<file path="src/rtl/ntlm_candidate_scheduler.sv">
`default_nettype none
// ============================================================================
// Module      : ntlm_candidate_scheduler
// Description : Steps the printable-candidate chunk generator and hands each
//               512-bit MD5 chunk to one of NUM_CORES hash cores, round-robin
//               over the ready cores. Detects keyspace exhaustion, drains
//               in-flight work and latches the first core that reports a hit.
//               Optional feature macro: SCHED_LIMIT_EN (adds max_count, a
//               per-run cap on issued candidates; 0 means unlimited).
// Revision    : 1.0 - initial release
// ============================================================================
module ntlm_candidate_scheduler #(
  parameter int NUM_CORES = 4,
  parameter int CORE_W    = 2,
  parameter int CNT_W     = 48
) (
  input  logic                 clk,
  input  logic                 reset,
  input  logic                 start,
  input  logic                 abort,
  output logic                 gen_rst_n,
  output logic                 gen_step,
  input  logic [511:0]         gen_chunk,
  output logic [511:0]         core_chunk,
  output logic [NUM_CORES-1:0] core_valid,
  input  logic [NUM_CORES-1:0] core_ready,
  input  logic [NUM_CORES-1:0] core_idle,
  input  logic [NUM_CORES-1:0] core_hit,
  output logic                 busy,
  output logic                 done,
  output logic                 found,
  output logic [CORE_W-1:0]    found_core,
  output logic [CNT_W-1:0]     issued_count
`ifdef SCHED_LIMIT_EN
  ,
  input  logic [CNT_W-1:0]     max_count
`endif
);

  typedef enum logic [2:0] {
    S_IDLE  = 3'd0,
    S_PRIME = 3'd1,
    S_RUN   = 3'd2,
    S_DRAIN = 3'd3,
    S_DONE  = 3'd4,
    S_FOUND = 3'd5
  } state_t;

  state_t              state_q, state_d;
  logic [CORE_W-1:0]   rr_q, rr_d;
  logic [CNT_W-1:0]    issued_q, issued_d;
  logic [CORE_W-1:0]   found_core_q, found_core_d;
  // A start seen in DONE/FOUND passes through IDLE for one cycle so the
  // generator is reset before PRIME; this flag carries the start across.
  logic                restart_q, restart_d;

  logic                w_grant_found;
  logic [CORE_W-1:0]   w_grant_idx;
  logic [CORE_W:0]     w_cand;
  logic [CORE_W-1:0]   w_hit_idx;
  logic                w_exhaust;
  logic                w_limit;
  logic                w_start_ok;

  assign core_chunk   = gen_chunk;
  assign found_core   = found_core_q;
  assign issued_count = issued_q;

  // The generator wraps to an all-zero chunk after its final candidate.
  assign w_exhaust  = (gen_chunk == '0);
  assign w_start_ok = start & ~abort &
                      ((state_q == S_IDLE) | (state_q == S_DONE) | (state_q == S_FOUND));

`ifdef SCHED_LIMIT_EN
  logic [CNT_W-1:0] limit_q;

  // Capture the run limit at the moment a start is accepted.
  always_ff @(posedge clk or posedge reset) begin
    if (reset) begin
      limit_q <= '0;
    end else if (w_start_ok) begin
      limit_q <= max_count;
    end
  end

  assign w_limit = (limit_q != '0) && (issued_q == limit_q);
`else
  assign w_limit = 1'b0;
`endif

  // Round-robin search: first ready core at or above rr, wrapping around.
  always_comb begin
    w_grant_found = 1'b0;
    w_grant_idx   = '0;
    w_cand        = '0;
    for (int k = 0; k < NUM_CORES; k++) begin
      w_cand = {1'b0, rr_q} + (CORE_W+1)'(k);
      if (w_cand >= (CORE_W+1)'(NUM_CORES)) begin
        w_cand = w_cand - (CORE_W+1)'(NUM_CORES);
      end
      if (!w_grant_found && core_ready[w_cand[CORE_W-1:0]]) begin
        w_grant_found = 1'b1;
        w_grant_idx   = w_cand[CORE_W-1:0];
      end
    end
  end

  // Lowest-numbered core reporting a hit this cycle.
  always_comb begin
    w_hit_idx = '0;
    for (int i = NUM_CORES-1; i >= 0; i--) begin
      if (core_hit[i]) begin
        w_hit_idx = CORE_W'(i);
      end
    end
  end

  // State and bookkeeping registers.
  always_ff @(posedge clk or posedge reset) begin
    if (reset) begin
      state_q      <= S_IDLE;
      rr_q         <= '0;
      issued_q     <= '0;
      found_core_q <= '0;
      restart_q    <= 1'b0;
    end else begin
      state_q      <= state_d;
      rr_q         <= rr_d;
      issued_q     <= issued_d;
      found_core_q <= found_core_d;
      restart_q    <= restart_d;
    end
  end

  // Next-state and output decode; abort outranks hit, hit outranks
  // exhaustion/limit, which outranks a transfer.
  always_comb begin
    state_d      = state_q;
    rr_d         = rr_q;
    issued_d     = issued_q;
    found_core_d = found_core_q;
    restart_d    = 1'b0;
    gen_rst_n    = 1'b1;
    gen_step     = 1'b0;
    core_valid   = '0;
    busy         = 1'b0;
    done         = 1'b0;
    found        = 1'b0;

    case (state_q)
      S_IDLE: begin
        gen_rst_n = 1'b0;
        if (!abort && (start || restart_q)) begin
          issued_d = '0;
          rr_d     = '0;
          state_d  = S_PRIME;
        end
      end

      S_PRIME: begin
        busy     = 1'b1;
        gen_step = ~abort;
        state_d  = abort ? S_IDLE : S_RUN;
      end

      S_RUN: begin
        busy = 1'b1;
        if (abort) begin
          state_d = S_IDLE;
        end else if (|core_hit) begin
          found_core_d = w_hit_idx;
          state_d      = S_FOUND;
        end else if (w_exhaust || w_limit) begin
          state_d = S_DRAIN;
        end else if (w_grant_found) begin
          core_valid = NUM_CORES'(1) << w_grant_idx;
          gen_step   = 1'b1;
          issued_d   = (&issued_q) ? issued_q : issued_q + 1'b1;
          rr_d       = (w_grant_idx == CORE_W'(NUM_CORES-1)) ? '0 : w_grant_idx + 1'b1;
        end
      end

      S_DRAIN: begin
        busy = 1'b1;
        if (abort) begin
          state_d = S_IDLE;
        end else if (|core_hit) begin
          found_core_d = w_hit_idx;
          state_d      = S_FOUND;
        end else if (&core_idle) begin
          state_d = S_DONE;
        end
      end

      S_DONE, S_FOUND: begin
        done  = (state_q == S_DONE);
        found = (state_q == S_FOUND);
        if (abort) begin
          state_d = S_IDLE;
        end else if (start) begin
          issued_d  = '0;
          rr_d      = '0;
          restart_d = 1'b1;
          state_d   = S_IDLE;
        end
      end

      default: begin
        state_d = S_IDLE;
      end
    endcase
  end

endmodule
`default_nettype wire

</file>
<file path="config.mk">
export PLATFORM = sky130hd
export DESIGN_NAME = ntlm_candidate_scheduler
export DESIGN_NICKNAME = d
export VERILOG_FILES = /design/src/rtl/ntlm_candidate_scheduler.sv
export SDC_FILE = /design/constraint.sdc
export NUM_CORES = 1
export LEC_CHECK = 0
export ABC_CLOCK_PERIOD_IN_PS = 3900
export CAP_MARGIN = 30
export CELL_PAD_IN_SITES_DETAIL_PLACEMENT = 0
export CELL_PAD_IN_SITES_GLOBAL_PLACEMENT = 1
export CORE_AREA = 4 4 425 427
export CTS_CLUSTER_SIZE = 10
export DETAILED_ROUTE_END_ITERATION = 6
export DIE_AREA = 0 0 429 431
export GPL_ROUTABILITY_DRIVEN = 0
export PLACE_DENSITY = 0.3
export SYNTH_ARGS = -nofsm -noshare
export SYNTH_HDL_FRONTEND = slang
export SYNTH_SLANG_ARGS = --single-unit
</file>
<file path="constraint.sdc">
create_clock -name clk -period 3.9 [get_ports clk]
set_input_delay 0.78 -clock clk [delete_from_list [all_inputs] [get_ports clk]]
set_output_delay 0.78 -clock clk [all_outputs]
set_load 0.005 [all_outputs]
</file>
# After elaboration in Yosys (flattened, before gate mapping)
# Index checks and enable logic that the tools add are counted.
# totals
ff_bits,56
elab_cells,133
# op_classes
n_eq_ne,17
addsub,9
bitwise,1
order_cmp,8
shifts,1
n_mux,70
reduce_logical,22
# op_table
cell,n
$logic_not A512 Y1,1
$mux W48,8
$pmux W48 S3,1
$add A48 B1 Y48 const B,1
$reduce_and A48 Y1,1
$mux W2,21
$mux W3,9
$mux W4,5
$mux W1,19
$pmux W3 S5,1
$ne A2 B2 Y1 const B,7
$lt A2 B3 Y1 const B,4
$ge A3 B3 Y1 const B,3
$reduce_and A9 Y1,1
$bmux W1 S2,4
$ne A4 B4 Y1 const B,2
$reduce_and A4 Y1,2
$reduce_and A8 Y1,1
$sub A2 B1 Y2 const B,4
$add A2 B2 Y3 const B,2
$eq A3 B2 Y1 const B,2
$eq A3 B3 Y1 const B,2
$pmux W2 S3,1
$logic_and A1 B1 Y1,4
18 further kinds,22

# Logic depth before layout (Yosys ltp)
# Gate-level depths: netlist of the first run.
# logic_depth
word_depth,21
mapped_depth,11

# Worst setup path after synthesis of the first run
# Ideal clock, no wire load.
# synth_timing
path_type,input port to output port
startpoint,input gen_chunk[448]
endpoint,output core_valid[0]
required_ns,3.120
arrival_ns,2.440
setup_slack_ns,0.680
path_stages,8
cell_sequence,nor4_1 > nand4_1 > nor4_1 > nand4_1 > nor2_1 > clkbuf_1 > nor2_1 > and3_1
# synth_via
elab_chain_cells,5
# synth_lines
element,line_no,text
start: declaration,23,"input logic [511:0] gen_chunk,"
$logic_not A512 Y1,70,assign w_exhaust = (gen_chunk == '0);
$mux W4,173,end else if (w_exhaust || w_limit) begin
$mux W4,170,end else if (|core_hit) begin
$mux W4,168,if (abort) begin
$mux W4,150,case (state_q)
end: declaration,25,"output logic [NUM_CORES-1:0] core_valid,"
# No other way between the ends.

# Worst setup path after layout of the first run
# layout_timing
startpoint,input gen_chunk[418]
endpoint,output core_valid[0]
# Same word-level chain as after synthesis.

==> summary.md, run 1 <==
| Metric | Value |
|---|---|
| Wire length of the first global-routing pass | 184000 um |
| Synthesis warning total | 0 |
| Worst endpoint required time | 3120 ps |
| Async set-or-reset flop fraction in the synthesized netlist | 1.000 |
| Endpoint of the worst-slack reg-to-reg timing path | issued_count[40] |
| Element type at the critical path end | output port |
| Startpoint of the tightest hold check path | found_core[1] |
| Synth Net Count | 1684 |
| Fin crit period | 4276 ps |
| Cell variety after synth | 50 |
| GR Layer Usage met3 | 0.04467 |
| Iteration count of the initial detailed-routing pass | 5 |
| Leakage power | 9.083 nW |
| Placed Area | 22370 um^2 |
| Starting utilization of the core area | 0.04904 |
| Clock-pin slew reported for the worst setup and hold paths after clock tree synthesis | 90 ps |
| Met1 Use GR | 0.1762 |
| Fin nets | 2732 |
| Fin. max-slew vios | 0 |
| Data arrival, critical path | 3500 ps |
| DRC Markers | 0 |
| Proportion of netlist area held by the largest area contributor | 0.4450 |
| Fraction of final layout cells with drive strength greater than 1 | 0.2741 |
| Count of vias placed by the detailed router | 13150 |
| Reg-to-reg critical path startpoint | issued_count[17] |
| Pin slew with the least headroom to its limit | 624.9 ps |
| Post-CTS Hold Fix Bufs | 0 |
| Non-filler instance count after layout | 4593 |
| Setup Crit Path Kind | in -> out |
| Row count | 154 |
| Top post-synthesis cells by count | 512 x sky130_fd_sc_hd__buf_4, 143 x sky130_fd_sc_hd__nor4_1, 72 x sky130_fd_sc_hd__nand2_1 |
| Post-synth top flop | sky130_fd_sc_hd__dfrtp_1 |
| Cts bufs inserted | 5 |
| Layout Area Growth over Synthesis | 170.5% |
| Register bit count reported by yosys | 56 |
| Worst-case vdd ir drop | 232.8 uV |
| Floorplan die height | 431 um |
| Power per standard cell area | 173.6 nW/um^2 |
| WL final | 153300 um |
| Per-instance average area after synthesis | 7.504 um^2 |
| Result of the run | finished, violations left |
| Overflow left after global routing | 0 |
| Antenna violations before repair | 118 |
| Buffer cell driving the clock tree root | sky130_fd_sc_hd__clkbuf_16 |
| Top cells by area, synth | sky130_fd_sc_hd__buf_4 45%, sky130_fd_sc_hd__dfrtp_1 16%, sky130_fd_sc_hd__nor4_1 10%, sky130_fd_sc_hd__nand4_1 3.8%, sky130_fd_sc_hd__nand2_1 3.1% |
| Most frequent cell after synthesis | sky130_fd_sc_hd__buf_4 |
| Final worst clock skew | 21.66 ps |
| Endpoints failing setup | 5 |
| Number of nets with antenna violations after detailed routing | 0 |
| Number of global-route vias before repair | 13570 |
| Worst-case register-to-register setup slack | 550 ps |
| Setup repair after global routing missed its margin | true |
| Violation count after the first detailed-routing iteration | 664 |
| CTS sink count | 56 |
| Number of hold violations in the final report | 0 |
| Violated checks | setup timing |
| Top-Level Pins | 1099 |
| Gate count after technology mapping | 1151 |
| Crit path launch type | input port |
| Later-pin clock latency in the skew report | 330 ps |
| Max Cap Violations | 0 |
| Worst hold path type | reg -> reg |
| Average wire per cell in the routed design | 33.38 um |
| CTS HTree Levels | 2 |
| Floorplan die area | 184900 um^2 |
| HPWL Detailed | 144200 um |
| Final worst-path cycle share | 1.096 |
| Cell type with the highest aggregate area in the netlist | sky130_fd_sc_hd__buf_4 |
| Via density | 2.862 |
| Maximum number of pins on one net before global-route repair | 57 |
| Cell area after layout | 23360 um^2 |
| Port Buf Inserts | 1098 |
| Die span in x | 429 um |
| Max Freq | 233.9 MHz |
| Number of enable-type register cells in the synthesized netlist | 0 |
| Fraction of met2 tracks used by global routing | 0.2873 |
| Most utilized layer in the global route result | met2 |
| Overall Global Routing Usage | 0.1566 |
| Cell count after placement | 4531 |
| TritonCTS clock tree | yes |
| Register area share after synthesis | 0.1622 |
| Netlist area before placement | 8637 um^2 |
| Worst Hold Endpoint | found_core[1] |
| Setup WS post-layout | -376.0 ps |
| Worst-case headroom to the max-slew limit | 0.5802 |
| Hold-critical path depth | 1 |
| Clk buf depth | 2 |
| Placeable core area | 176100 um^2 |
| Biggest fanout along the worst timing path | 4 |
| Cells on worst reg2reg path | 8 |
| Hold slack | 514.5 ps |
## cell families (layout without fill, tap and decap cells)
family	count (synthesis)	in the layout	share of synthesized area
buffers and inverters	554	1603	0.4647
AND/OR/NAND/NOR	436	436	0.2810
AO/OA/AOI/OAI	96	96	0.08011
flip-flops	56	56	0.1622
adder cells (fa/ha/maj)	5	5	0.007243
multiplexers	4	4	0.004636
other	0	53	0
## metal layers
metal / vias up / share of wire / wire (um)
met2: 651 / 0.51 / 78730
met4: 40 / 0.033 / 5069
met3: 194 / 0.068 / 10390
met5: - / 0.0018 / 281
li1: 5835 / - / -
met1: 6425 / 0.38 / 58850
## worst max path at each step
stage,start,endpoint,slack (ps),cells past startpoint
after floorplan,gen_chunk[448],core_valid[0],680,8
after global placement,gen_chunk[276],gen_step,-2940,12
after detailed placement,gen_chunk[276],gen_step,-1710,13
after CTS,gen_chunk[277],core_valid[0],-530,13
after global routing,gen_chunk[386],core_valid[1],-520,11
final,gen_chunk[418],core_valid[0],-380,11
## critical path: stages
cell	delay, ps
sky130_fd_sc_hd__clkdlybuf4s50_1	490
sky130_fd_sc_hd__nor4_2	390
sky130_fd_sc_hd__nand4_1	230
sky130_fd_sc_hd__nor4_4	300
sky130_fd_sc_hd__nand4_1	350
sky130_fd_sc_hd__buf_4	270
sky130_fd_sc_hd__nor2_4	140
sky130_fd_sc_hd__nor2_4	60
sky130_fd_sc_hd__buf_6	150
sky130_fd_sc_hd__and3_4	150
sky130_fd_sc_hd__buf_12	140
## cell usage in the layout, fill, tap and decap left out, types with 24 or more instances in the layout
master | Yosys | layout
sky130_fd_sc_hd__clkdlybuf4s50_1 | 0 | 957
sky130_fd_sc_hd__buf_4 | 512 | 475
sky130_fd_sc_hd__nor4_1 | 143 | 76
sky130_fd_sc_hd__nand2_1 | 72 | 72
sky130_fd_sc_hd__dlymetal6s2s_1 | 0 | 59
sky130_fd_sc_hd__dfrtp_1 | 56 | 56
sky130_fd_sc_hd__diode_2 | 0 | 53
sky130_fd_sc_hd__nand4_1 | 53 | 53
sky130_fd_sc_hd__dlygate4sd2_1 | 0 | 51
sky130_fd_sc_hd__nor2_1 | 51 | 48
sky130_fd_sc_hd__nor4_2 | 1 | 43
sky130_fd_sc_hd__nand3_1 | 38 | 38
sky130_fd_sc_hd__nor4_4 | 0 | 25
sky130_fd_sc_hd__or4_1 | 24 | 24
## power breakdown
part	switching [mW]	leakage [nW]	total, mW	internal (mW)
combinational	1.36	8.24	2.77	1.42
sequential	0.111	0.775	0.743	0.632
clock	0.291	0.0712	0.537	0.246
## cell type report
class / instances / area, um^2
Fill cell: 20290 / 152800
Timing Repair Buffer: 1581 / 14780
Multi-Input combinational cell: 541 / 3918
Tap cell: 2340 / 2928
Sequential cell: 56 / 1401
Antenna cell: 53 / 132.6
Clock buffer: 5 / 125.1
Inverter: 14 / 52.55
Clock inverter: 3 / 25.02
## registers in the layout (all words and copies together) (netlist names)
| register | cells |
|---|---|
| state_q | 3 |
| found_core | 2 |
| rr_q | 2 |
| issued_count | 48 |
| restart_q | 1 |
## per-stage QoR
stage	utilization	total power [mW]	worst slack (ps)	setup TNS, ps
after detailed placement	0.1270	3.601	-1707	-57950
after CTS	0.1301	4.182	-525.4	-2452
after global placement	0.1269	3.628	-2940	-124050
after floorplan	-	1.519	679.6	0
final	0.1327	4.055	-376.0	-1806
after global routing	0.1324	4.272	-517.2	-2543
## repair_timing
action                                  in CTS  in global routing
endpoints found under the hold margin        0                  0
pin swaps                                   45                 54
setup buffers                                1                  1
endpoints found under the setup margin      57                 34
resized for setup                          180                120
No activity file was read; power rests on OpenSTA's default activity.
==> run 2: changes to the inputs <==
ABC_CLOCK_PERIOD_IN_PS = unset   (was 3900)
CORE_AREA = 4 4 431 433   (was 4 4 425 427)
DIE_AREA = 0 0 435 437   (was 0 0 429 431)
DONT_BUFFER_PORTS = 1   (was unset)
==> run 2 against run 1 <==
The flow now finishes without violations. Combinational power shrank 74%. First-iteration DRC count grew 20%. Core utilization shrank 8.5 points. Worst setup slack gained 430 ps. Non-clock buffer count shrank 1533. Count of clock-buffer cells in the layout is the same. Routed wire length shrank 5.2%. Fmax grew 11%. Worst hold slack lost 260 ps. Total power shrank 52%. Critical path type unchanged. Critical endpoint is now core_valid[1]. Largest cell class is now multi-input gates. Highest routed layer unchanged.
==> summary.md, run 2 (synthesized netlist as in run 1, its figures left out) <==
| Metric | Value |
|---|---|
| Result of the run | complete, no violations (was finished, violations left) |
| List of cells traversed by the critical path | nor4_1, nand4_1, nor4_1, buf_4, nand4_1, buf_4, nor2_4, nor2_1, buf_6, and3_1 (was clkdlybuf4s50_1, nor4_2, nand4_1, nor4_4, nand4_1, buf_4, nor2_4, nor2_4, buf_6, and3_4, buf_12) |
| CTS HTree Levels | 2 (unchanged) |
| Floorplan die height | 437 um (was 431 um) |
| DRC Markers | 0 (unchanged) |
| Starting utilization of the core area | 0.04743 (was 0.04904) |
| Die span in x | 435 um (was 429 um) |
| Port Buf Inserts | 0 (was 1098) |
| Element type at the critical path end | output port (unchanged) |
| HPWL Detailed | 134700 um (was 144200 um) |
| Floorplan die area | 190100 um^2 (was 184900 um^2) |
| Highest cell delay on the worst timing path | 680 ps (was 490 ps) |
| Fin nets | 1199 (was 2732) |
| Commonest non-fill, non-tap cell in the layout | sky130_fd_sc_hd__nor4_1 (was sky130_fd_sc_hd__clkdlybuf4s50_1) |
| Final worst-path cycle share | 0.9856 (was 1.096) |
| Row count | 157 (was 154) |
| Violation count after the first detailed-routing iteration | 800 (was 664) |
| Worst-case vdd ir drop | 161.4 uV (was 232.8 uV) |
| Setup Crit Path Kind | in -> out (unchanged) |
| Number of global-route vias before repair | 7443 (was 13570) |
| Filler cell count | 21510 (was 20290) |
| Data arrival, critical path | 3060 ps (was 3500 ps) |
| Setup repair after global routing missed its margin | false (was true) |
| Most frequent cells in the layout | 129 x sky130_fd_sc_hd__nor4_1, 72 x sky130_fd_sc_hd__nand2_1, 56 x sky130_fd_sc_hd__dfrtp_1, 53 x sky130_fd_sc_hd__nand4_1, 49 x sky130_fd_sc_hd__nor2_1 (was 957 x sky130_fd_sc_hd__clkdlybuf4s50_1, 475 x sky130_fd_sc_hd__buf_4, 76 x sky130_fd_sc_hd__nor4_1, 72 x sky130_fd_sc_hd__nand2_1, 59 x sky130_fd_sc_hd__dlymetal6s2s_1) |
| Placed Area | 8029 um^2 (was 22370 um^2) |
| Crit path launch type | input port (unchanged) |
| Worst-case headroom to the max-slew limit | 0.4650 (was 0.5802) |
| Count of vias placed by the detailed router | 9141 (was 13150) |
| Fin. max-slew vios | 0 (unchanged) |
| Total power | 1.952 mW (was 4.055 mW) |
| Cell area after layout | 8611 um^2 (was 23360 um^2) |
| Overall Global Routing Usage | 0.1450 (was 0.1566) |
| Worst endpoint required time | 3120 ps (about the same) |
| Placeable core area | 182100 um^2 (was 176100 um^2) |
| Wire length of the first global-routing pass | 164700 um (was 184000 um) |
| WL final | 145400 um (was 153300 um) |
| Biggest fanout along the worst timing path | 5 (was 4) |
| Antenna violations before repair | 260 (was 118) |
| Clock-pin slew reported for the worst setup and hold paths after clock tree synthesis | 100 ps (was 90 ps) |
| Average wire per cell in the routed design | 46.02 um (was 33.38 um) |
| Slowest stage cell, crit path | sky130_fd_sc_hd__nor4_1 (was sky130_fd_sc_hd__clkdlybuf4s50_1) |
| Worst hold path type | in -> async (was reg -> reg) |
| Number of nets with antenna violations after detailed routing | 0 (unchanged) |
| Final Core Density | 0.04729 (was 0.1327) |
| Final worst clock skew | 14.41 ps (was 21.66 ps) |
| Overflow left after global routing | 0 (unchanged) |
| Endpoints failing setup | 0 (was 5) |
| TritonCTS clock tree | yes (unchanged) |
| Power per standard cell area | 226.7 nW/um^2 (was 173.6 nW/um^2) |
| Top-Level Pins | 1099 (unchanged) |
| Leakage power | 1.938 nW (was 9.083 nW) |
| Cts bufs inserted | 5 (unchanged) |
| Iteration count of the initial detailed-routing pass | 5 (unchanged) |
| Max Freq | 260.1 MHz (was 233.9 MHz) |
| Fin crit period | 3844 ps (was 4276 ps) |
| Pin slew with the least headroom to its limit | 799.5 ps (was 624.9 ps) |
| Later-pin clock latency in the skew report | 330 ps (about the same) |
| Buffer cell driving the clock tree root | sky130_fd_sc_hd__clkbuf_16 (unchanged) |
| Layout Area Growth over Synthesis | -0.3042% (was 170.5%) |
| Number of flip-flops in the largest register | 48 (unchanged) |
| CTS sink count | 56 (unchanged) |
| Maximum number of pins on one net before global-route repair | 57 (unchanged) |
| Fraction of final layout cells with drive strength greater than 1 | 0.1304 (was 0.2741) |
| Number of hold violations in the final report | 0 (unchanged) |
| Max Cap Violations | 0 (unchanged) |
| Via density | 2.894 (was 2.862) |
| Clk buf depth | 2 (unchanged) |
## run 2: cell count changes in the layout (fill, tap and decap cells not counted), sizes merged
cell,change
inv,-1
dlymetal6s2s,-59
dlygate4sd2,-51
clkdlybuf4s15,-9
buf,-449
clkbuf,-8
clkinv,+1
clkdlybuf4s50,-957
diode,+54
## run 2: path summary, 6_finish.rpt
| check | end | start | slack (ps) | cells past startpoint |
|---|---|---|---|---|
| worst min-delay path | issued_count[1] | reset | 260 | 2 |
| worst max-delay path | core_valid[1] | gen_chunk[181] | 60 | 10 |
| max in group asynchronous | state_q[2] | reset | 3110 | 3 |
| worst min register to register | rr_q[0] | rr_q[0] | 560 | 1 |
| worst max register to register | issued_count[40] | issued_count[11] | 690 | 9 |
| min in group clk | state_q[2] | abort | 530 | 1 |
## run 2: layout make-up
type                    count  area, um^2  share of cell area
well taps                2385        2984              0.3466
clock inverters             3       21.27            0.002470
inverters                  14       52.55            0.006103
diodes                    107       267.8             0.03110
flip-flops and latches     56        1401              0.1627
repair buffers             48       407.9             0.04737
multi-input cells         541        3351              0.3891
clock buffers               5       125.1             0.01453
## run 2: layer usage
| layer | track usage | routed length, um |
|---|---|---|
| met1 | 0.1269 | 44840 |
| met2 | 0.2347 | 65370 |
| met3 | 0.1416 | 28020 |
| met5 | 0.02041 | 1714 |
| met4 | 0.03581 | 5413 |
## run 2: worst max-delay path: cells and delay by family
family,cells,cell delay (ps)
simple gates,7,1700
buf+inv,3,570
## run 2: metrics by stage
stage / instances / TNS [ps] / hold slack (ps) / worst slack (ps)
after floorplan: 1151 / 0 / 484.4 / 679.6
after global placement: 3038 / -16850 / 539.6 / -971.0
after detailed placement: 3041 / -5630 / 551.3 / -483.6
after CTS: 3049 / 0 / 510.2 / 20.63
after global routing: 3108 / 0 / 249.6 / 12.41
final: 3159 / 0 / 257.7 / 56.00
## run 2: repair_timing
item,CTS,global route
pin swaps,5,4
buffers inserted,0,2
resized for setup,15,7
endpoints found under the setup margin,5,5
hold buffers,0,0
## run 2: power breakdown
part	switching, mW	internal [mW]
Combinational	0.531	0.179
Clock	0.281	0.242
Sequential	0.0878	0.632
Total	0.899	1.05
